File: src/rtl/addr_seq_ctrl_pkg.sv
// Shared definitions for the address-sequence controller: FSM encoding and
// default run geometry.
package addr_seq_ctrl_pkg;

  typedef enum logic [1:0] {
    ST_IDLE  = 2'd0,
    ST_ISSUE = 2'd1,
    ST_DRAIN = 2'd2,
    ST_DONE  = 2'd3
  } state_e;

  localparam int DEF_NUM_OPS  = 16;
  localparam int DEF_PIPE_LAT = 2;
  localparam int DEF_CNT_W    = 5;

endpackage

File: src/rtl/addr_seq_ctrl_en_delay_line.sv
// Enable shift register that realigns read strobes with the datapath latency.
// A stall freezes the contents and masks the output so no pulse is lost.
module en_delay_line #(
  parameter int DEPTH = 2
) (
  input  logic clk,
  input  logic rst_n,
  input  logic hold_i,
  input  logic en_i,
  output logic en_o
);

  logic [DEPTH-1:0] dl_q;

  generate
    if (DEPTH == 1) begin : g_single
      always_ff @(posedge clk) begin
        if (!rst_n) begin
          dl_q <= '0;
        end else if (!hold_i) begin
          dl_q <= en_i;
        end
      end
    end else begin : g_multi
      always_ff @(posedge clk) begin
        if (!rst_n) begin
          dl_q <= '0;
        end else if (!hold_i) begin
          dl_q <= {dl_q[DEPTH-2:0], en_i};
        end
      end
    end
  endgenerate

  assign en_o = dl_q[DEPTH-1] & ~hold_i;

endmodule

File: src/rtl/addr_seq_ctrl.sv
// Turns one go request into NUM_OPS read strobes followed, PIPE_LAT unstalled
// cycles later each, by matching write strobes; pulses done after the last write.
module addr_seq_ctrl
  import addr_seq_ctrl_pkg::*;
#(
  parameter int NUM_OPS  = DEF_NUM_OPS,
  parameter int PIPE_LAT = DEF_PIPE_LAT,
  parameter int CNT_W    = DEF_CNT_W
) (
  input  logic             clk,
  input  logic             rst_n,
  input  logic             go,
  input  logic             hold,
  output logic             ReadEn,
  output logic             Start,
  output logic             WriteEn,
  output logic             busy,
  output logic             done,
  output logic [CNT_W-1:0] op_cnt
);

  localparam logic [CNT_W-1:0] LAST_OP = CNT_W'(NUM_OPS - 1);

  state_e           state_q;
  logic [CNT_W-1:0] iss_cnt_q;
  logic [CNT_W-1:0] wr_cnt_q;
  logic             start_w;

  en_delay_line #(
    .DEPTH (PIPE_LAT)
  ) u_dl (
    .clk    (clk),
    .rst_n  (rst_n),
    .hold_i (hold),
    .en_i   (ReadEn),
    .en_o   (start_w)
  );

  assign ReadEn  = (state_q == ST_ISSUE) & ~hold;
  assign Start   = start_w;
  assign WriteEn = start_w;
  assign busy    = (state_q == ST_ISSUE) | (state_q == ST_DRAIN);
  assign done    = (state_q == ST_DONE);
  assign op_cnt  = iss_cnt_q;

  // Writes can overlap reads in ISSUE, so wr_cnt advances in both run states.
  always_ff @(posedge clk) begin
    if (!rst_n) begin
      state_q   <= ST_IDLE;
      iss_cnt_q <= '0;
      wr_cnt_q  <= '0;
    end else begin
      case (state_q)
        ST_IDLE: begin
          if (go) begin
            state_q   <= ST_ISSUE;
            iss_cnt_q <= '0;
            wr_cnt_q  <= '0;
          end
        end
        ST_ISSUE: begin
          if (ReadEn) begin
            iss_cnt_q <= iss_cnt_q + 1'b1;
            if (iss_cnt_q == LAST_OP) state_q <= ST_DRAIN;
          end
          if (start_w) wr_cnt_q <= wr_cnt_q + 1'b1;
        end
        ST_DRAIN: begin
          if (start_w) begin
            wr_cnt_q <= wr_cnt_q + 1'b1;
            if (wr_cnt_q == LAST_OP) state_q <= ST_DONE;
          end
        end
        ST_DONE: state_q <= ST_IDLE;
        default: state_q <= ST_IDLE;
      endcase
    end
  end

endmodule

File: config.mk
export PLATFORM = sky130hd
export DESIGN_NAME = addr_seq_ctrl
export DESIGN_NICKNAME = d
export VERILOG_FILES = /design/src/rtl/addr_seq_ctrl_pkg.sv /design/src/rtl/addr_seq_ctrl_en_delay_line.sv /design/src/rtl/addr_seq_ctrl.sv
export SDC_FILE = /design/constraint.sdc
export NUM_CORES = 1
export LEC_CHECK = 0
export CAP_MARGIN = 30
export CORE_MARGIN = 5
export CORE_UTILIZATION = 35
export CTS_BUF_LIST = sky130_fd_sc_hd__clkbuf_4
export DETAILED_ROUTE_END_ITERATION = 10
export MAX_ROUTING_LAYER = met4
export SLEW_MARGIN = 20
export SYNTH_ARGS = -nofsm -noshare
export SYNTH_HDL_FRONTEND = slang
export SYNTH_SLANG_ARGS = --single-unit
File: constraint.sdc
create_clock -name clk -period 1.7 [get_ports clk]
set_input_delay 0.255 -clock clk [delete_from_list [all_inputs] [get_ports clk]]
set_output_delay 0.255 -clock clk [all_outputs]
set_load 0.05 [all_outputs]
---- After elaboration in Yosys (flattened, before gate mapping) ----
Cells that the tools add are included.
cells by class
  $add $sub $neg .......................... 2
  eq/ne operators ......................... 11
  multiplexer cells ....................... 11
  bitwise logic cells ..................... 4
  reduce and logical (&&, ||, !) cells .... 7
operator list
  cell                                                                     number
  5-bit case mux with 2 select lines                                       2
  5-bit two-way mux                                                        3
  5-bit by 1-bit adder with 5-bit output, second input constant            2
  5-bit by 4-bit == test with 1-bit output, second input constant          2
  2-bit two-way mux                                                        5
  2-bit by 1-bit inequality test with 1-bit output, second input constant  4
  2-bit case mux with 4 select lines                                       1
  3-bit AND reduction                                                      2
  5-bit AND reduction                                                      1
  2-bit == test, second input constant                                     2
  2-bit inequality test, second input constant                             2
  2-bit nonzero test                                                       2
  1-bit bitwise AND                                                        2
  2-bit by 1-bit == test with 1-bit output, second input constant          1
  2-bit logical NOT                                                        1
  2-bit OR reduction                                                       1
  1-bit inverter                                                           1
  1-bit OR                                                                 1
word-level totals
  register bits ........................... 14
  output and inout bits ................... 10
  word-level logic and storage cells ...... 39

---- Depth between registers and ports, before layout ----
  depth in word-level cells ............... 4
  gate-level depth with buffers ........... 7

---- Hierarchy ----
A second synthesis with hierarchy kept.
unflattened totals
  cells, all modules ...................... 89
  area total of the unflattened synthesis .. 812.0 µm²
modules (own cells, without submodules)
  module         instances  cells an instance  area an instance (µm²)
  addr_seq_ctrl  1          82                 730.7
  en_delay_line  1          7                  81.3

---- Worst setup path before layout ----
Ideal clock, no wire load.
  path type ............................... register to register
  start ................................... reg state_q[0]
  end ..................................... reg wr_cnt_q[3]
  setup time .............................. 115 ps
  arrival time ............................ 1823 ps
  required time ........................... 1585 ps
  setup slack ............................. -237 ps
  cell stages (with the launch flop) ...... 8
  path buffers ............................ 1
  clock period less this slack ............ 1937 ps
  cells stage by stage .................... dfxtp_1 -> inv_1 -> ha_1 -> buf_2 -> nor2_1 -> a211oi_4 -> a21boi_1 -> o21a_1
between the ends
  longest elaborated chain between the ends .. 4
ends and longest elaborated chain
  item                                                                                                     RTL line             text
  from (decl)                                                                                              addr_seq_ctrl.sv:24  state_e state_q;
  from (signal assigned)                                                                                   addr_seq_ctrl.sv:49  state_q <= ST_IDLE;
  from (signal assigned)                                                                                   addr_seq_ctrl.sv:56  state_q <= ST_ISSUE;
  from (signal assigned)                                                                                   addr_seq_ctrl.sv:64  if (iss_cnt_q == LAST_OP) state_q <= ST_DRAIN;
  2-bit by 1-bit == test with 1-bit output or 2-bit == test (tied branches)                                addr_seq_ctrl.sv:53  case (state_q)
  2-bit OR reduction (no source line)                                                                      -
  2-bit by 1-bit inequality test with 1-bit output (no source line) or 2-bit nonzero test (tied branches)  -
  3-bit AND reduction (no source line)                                                                     -
  to (signal assigned)                                                                                     addr_seq_ctrl.sv:66  if (start_w) wr_cnt_q <= wr_cnt_q + 1'b1;
  to (signal assigned)                                                                                     addr_seq_ctrl.sv:70  wr_cnt_q <= wr_cnt_q + 1'b1;
  to (decl)                                                                                                addr_seq_ctrl.sv:26  logic [CNT_W-1:0] wr_cnt_q;
Several ways; a longest one is shown, not always the timed one.
A chain may end at the register's enable or synchronous reset.

---- Final worst setup path ----
  start ................................... reg iss_cnt_q[0], in the netlist op_cnt[0]
  end ..................................... reg state_q[0]
between the ends
  longest elaborated chain between the ends .. 3
ends and longest elaborated chain
  item                                                               RTL line             text
  from (decl)                                                        addr_seq_ctrl.sv:25  logic [CNT_W-1:0] iss_cnt_q;
  from (signal assigned)                                             addr_seq_ctrl.sv:63  iss_cnt_q <= iss_cnt_q + 1'b1;
  5-bit by 4-bit == test with 1-bit output                           addr_seq_ctrl.sv:64
  2-bit by 1-bit inequality test with 1-bit output (no source line)  -
  5-bit AND reduction (no source line)                               -
  to (signal assigned)                                               addr_seq_ctrl.sv:64
  to (signal assigned)                                               addr_seq_ctrl.sv:71  if (wr_cnt_q == LAST_OP) state_q <= ST_DONE;
  to (signal assigned)                                               addr_seq_ctrl.sv:74  ST_DONE: state_q <= ST_IDLE;
No other way between the ends.

==> results.py <==
metrics = {
    "outcome": {
        "status": "finished clean",
    },
    "routing": {
        "wl_per_cell_um": 11.6,
        "initialDrtViolationCount": 11,
        "detail-route-antenna-nets": 0,
        "vias": 707,
        "routed_wl_um": 1660,
        "detail_route.first_pass.iterations": 4,
        "viasPerCell": 4.94,
        "drc_errors": 0,
    },
    "sta": {
        "fmax_mhz": 628,
        "holdWs_ns": 0.355,
        "relSlewSlack_pct": 66.3,
        "setup_viol": 0,
        "min_period_ns": 1.59,
        "worstMarginPinSlew_ns": 0.504,
        "rsz0062_at_grt": "yes",
        "min_period_over_period_pct": 93.7,
        "hold_viol": 0,
        "slew_viol_final": 0,
        "skew_ns": 0.00481,
    },
    "logic_synthesis": {
        "netlist-cell-type-count": 33,
        "synth_edf_count": 0,
        "yosysSeqAreaShare_pct": 32.4,
        "ys_dominant_reg_cell": "dfxtp_1",
        "yosys.area.top_type": "dfxtp_1",
        "synthTopCellsByCount": "14 x dfxtp_1, 9 x ha_1, 7 x inv_1",
        "yosys.area.top_type_share_pct": 32.4,
        "synthesis.nets": 108,
        "synthTopCellsByArea": "dfxtp_1 32%, ha_1 13%, nand2b_4 4.8%",
        "synth_area_um2": 865,
        "syn_inst": 95,
        "async_reset_ff_share_pct": 0,
        "synth_seq_cells": 14,
        "yosys_warnings": 0,
        "synth_most_common_cell": "dfxtp_1",
        "syn_avg_cell_area_um2": 9.10,
    },
    "cts": {
        "clock_path_buffers": 2,
        "path_clk_slew_ns": 0.09,
        "clock_latency_ns": 0.28,
        "cts_tree": "built",
        "cts-htree-levels": 1,
        "clock-root-buffer": "clkbuf_4",
        "cts.sinks": 14,
        "cts_buffers": 3,
    },
    "layout": {
        "seqCellArea_um2": 292,
        "stdcell_count": 143,
        "fillerInstances": 225,
        "nets": 127,
        "multi_input_area_um2": 568,
        "diodes": 0,
        "fin_area_um2": 1170,
        "synthToLayoutAreaGrowth_pct": 35.7,
        "drive_gt1_share_pct": 31.9,
    },
    "placement": {
        "place_hpwl_um": 1240,
        "place_area_um2": 1090,
        "gp_congestion": 0.786,
        "dp_cells": 137,
        "port_buffers": 13,
    },
    "global_routing": {
        "antenna_found_initial": 0,
        "grt_usage_pct": 11.6,
        "grt_pass1_wl_um": 3010,
        "grt_max_degree": 17,
        "gr-total-overflow": 0,
        "grt_pass1_vias": 698,
    },
    "critical_path": {
        "endpoint_kind": "flip-flop",
        "cp-start-kind": "flip-flop",
        "crit_arrival_ns": 1.75,
        "cp_max_fo": 5,
        "cp.required_ns": 1.86,
        "critical_path_class": "flip-flop to flip-flop",
    },
    "die": {
        "die-area_um2": 3560,
        "die_x_um": 59.7,
        "start_util_pct": 35.9,
        "core_area_um2": 2410,
        "die_h_um": 59.7,
        "rows": 18,
        "io_pins": 14,
    },
    "run": {
        "cap_viol_max_count": 0,
    },
    "hold_path": {
        "min_path_type": "input pin to flip-flop",
    },
    "power_and_ir_drop": {
        "peakVddDrop_v": 0.000619,
        "powerDensity_nw_per_um2": 1450,
        "p_leak_nw": 0.468,
    },
}
==> worst max-delay path, cell delays in order, from the launching register on <==
cell and delay, ns:
dfxtp_4 0.37, ha_2 0.19, and3_1 0.16, ha_2 0.19, nand2b_4 0.06, a2111oi_0 0.39
nor3b_1 0.10
==> cells in the final DEF, fill, tap and decap left out, types with 2 or more instances in the layout <==
master and n:
clkdlybuf4s50_1 2, nand2b_4 3, mux2i_1 2, nor2b_1 6, nor2_1 4, a21boi_1 3
clkbuf_4 3, buf_12 6, o21ai_0 3, and3_1 2, a21oi_1 6, dfxtp_4 2
ha_2 2, inv_2 2, inv_1 6, nand3_1 5, dfxtp_1 9, dfxtp_2 3
buf_4 9, ha_1 5, nand3b_1 3, nor3_1 4, nand2_1 6, ha_4 2
==> report_power, final <==
part	switching, W	total, W	internal (W)
Sequential	0.0000290	0.000393	0.000364
Clock	0.000108	0.000194	0.0000852
Combinational	0.000577	0.00112	0.000538
Total	0.000715	0.00170	0.000987
==> area by class of cell <==
cell class	instances	area share [%]
multi-input cells	69	48.4
flip-flops and latches	14	24.8
repair buffers	18	18.8
well taps	30	3.20
inverters	8	2.56
clock buffers	3	1.92
clock inverters	1	0.320
==> sequential cells by signal, indices dropped and copies added, names as in the netlist <==
name	count
op_cnt	5
u_dl.dl_q	2
wr_cnt_q	5
state_q	2
==> kinds of logic (layout without fill, tap and decap cells) <==
family / count (synthesis) / after routing / synth area share, %
and+or+nand+nor: 37 / 37 / 26.5
AOI/OAI and AO/OA: 21 / 21 / 19.1
buffers and inverters: 12 / 30 / 6.66
DFF: 14 / 14 / 32.4
muxes: 2 / 2 / 2.32
adders and majority gates: 9 / 9 / 13.0
==> layer usage <==
| layer | GRT usage (%) | vias to the layer above | wire length [um] | part of all wire (%) |
|---|---|---|---|---|
| met5 | - | - | 0 | 0 |
| met4 | 4.75 | 0 | 30 | 1.8 |
| met3 | 4.32 | 5 | 72 | 4.3 |
| met2 | 17.6 | 9 | 804 | 48 |
| met1 | 13.9 | 331 | 752 | 45 |
| li1 | - | 362 | - | - |
==> final timing paths <==
path / depth (start not counted) / from / endpoint / slack, ns
worst max register to register: 6 / op_cnt[0] / state_q[0] / 0.11
worst max-delay path: 6 / op_cnt[0] / state_q[0] / 0.11
worst min-delay path: 3 / hold / u_dl.dl_q[0] / 0.35
worst min register to register: 2 / wr_cnt_q[4] / wr_cnt_q[4] / 0.46
==> what timing repair did <==
action,4_1_cts,5_1_grt
endpoints found under the setup margin,1,10
resized for setup,1,8
pin swaps,0,4
setup buffers,0,2
hold buffers,0,0
endpoints found under the hold margin,0,0
==> per-stage QoR <==
| step | setup slack (ns) | setup TNS [ns] | power [W] | util [%] |
|---|---|---|---|---|
| 3_5_place_dp | 0.0257 | 0 | 0.00135 | 45.1 |
| 2_1_floorplan | 0.00174 | 0 | 0.00110 | - |
| 5_1_grt | -0.0210 | -0.0210 | 0.00185 | 48.7 |
| 4_1_cts | 0.0107 | 0 | 0.00157 | 46.3 |
| 6_report | 0.107 | 0 | 0.00170 | 48.7 |
| 3_3_place_gp | 0.0456 | 0 | 0.00135 | 45.1 |
Note: power is estimated with default switching activity, not from simulation.
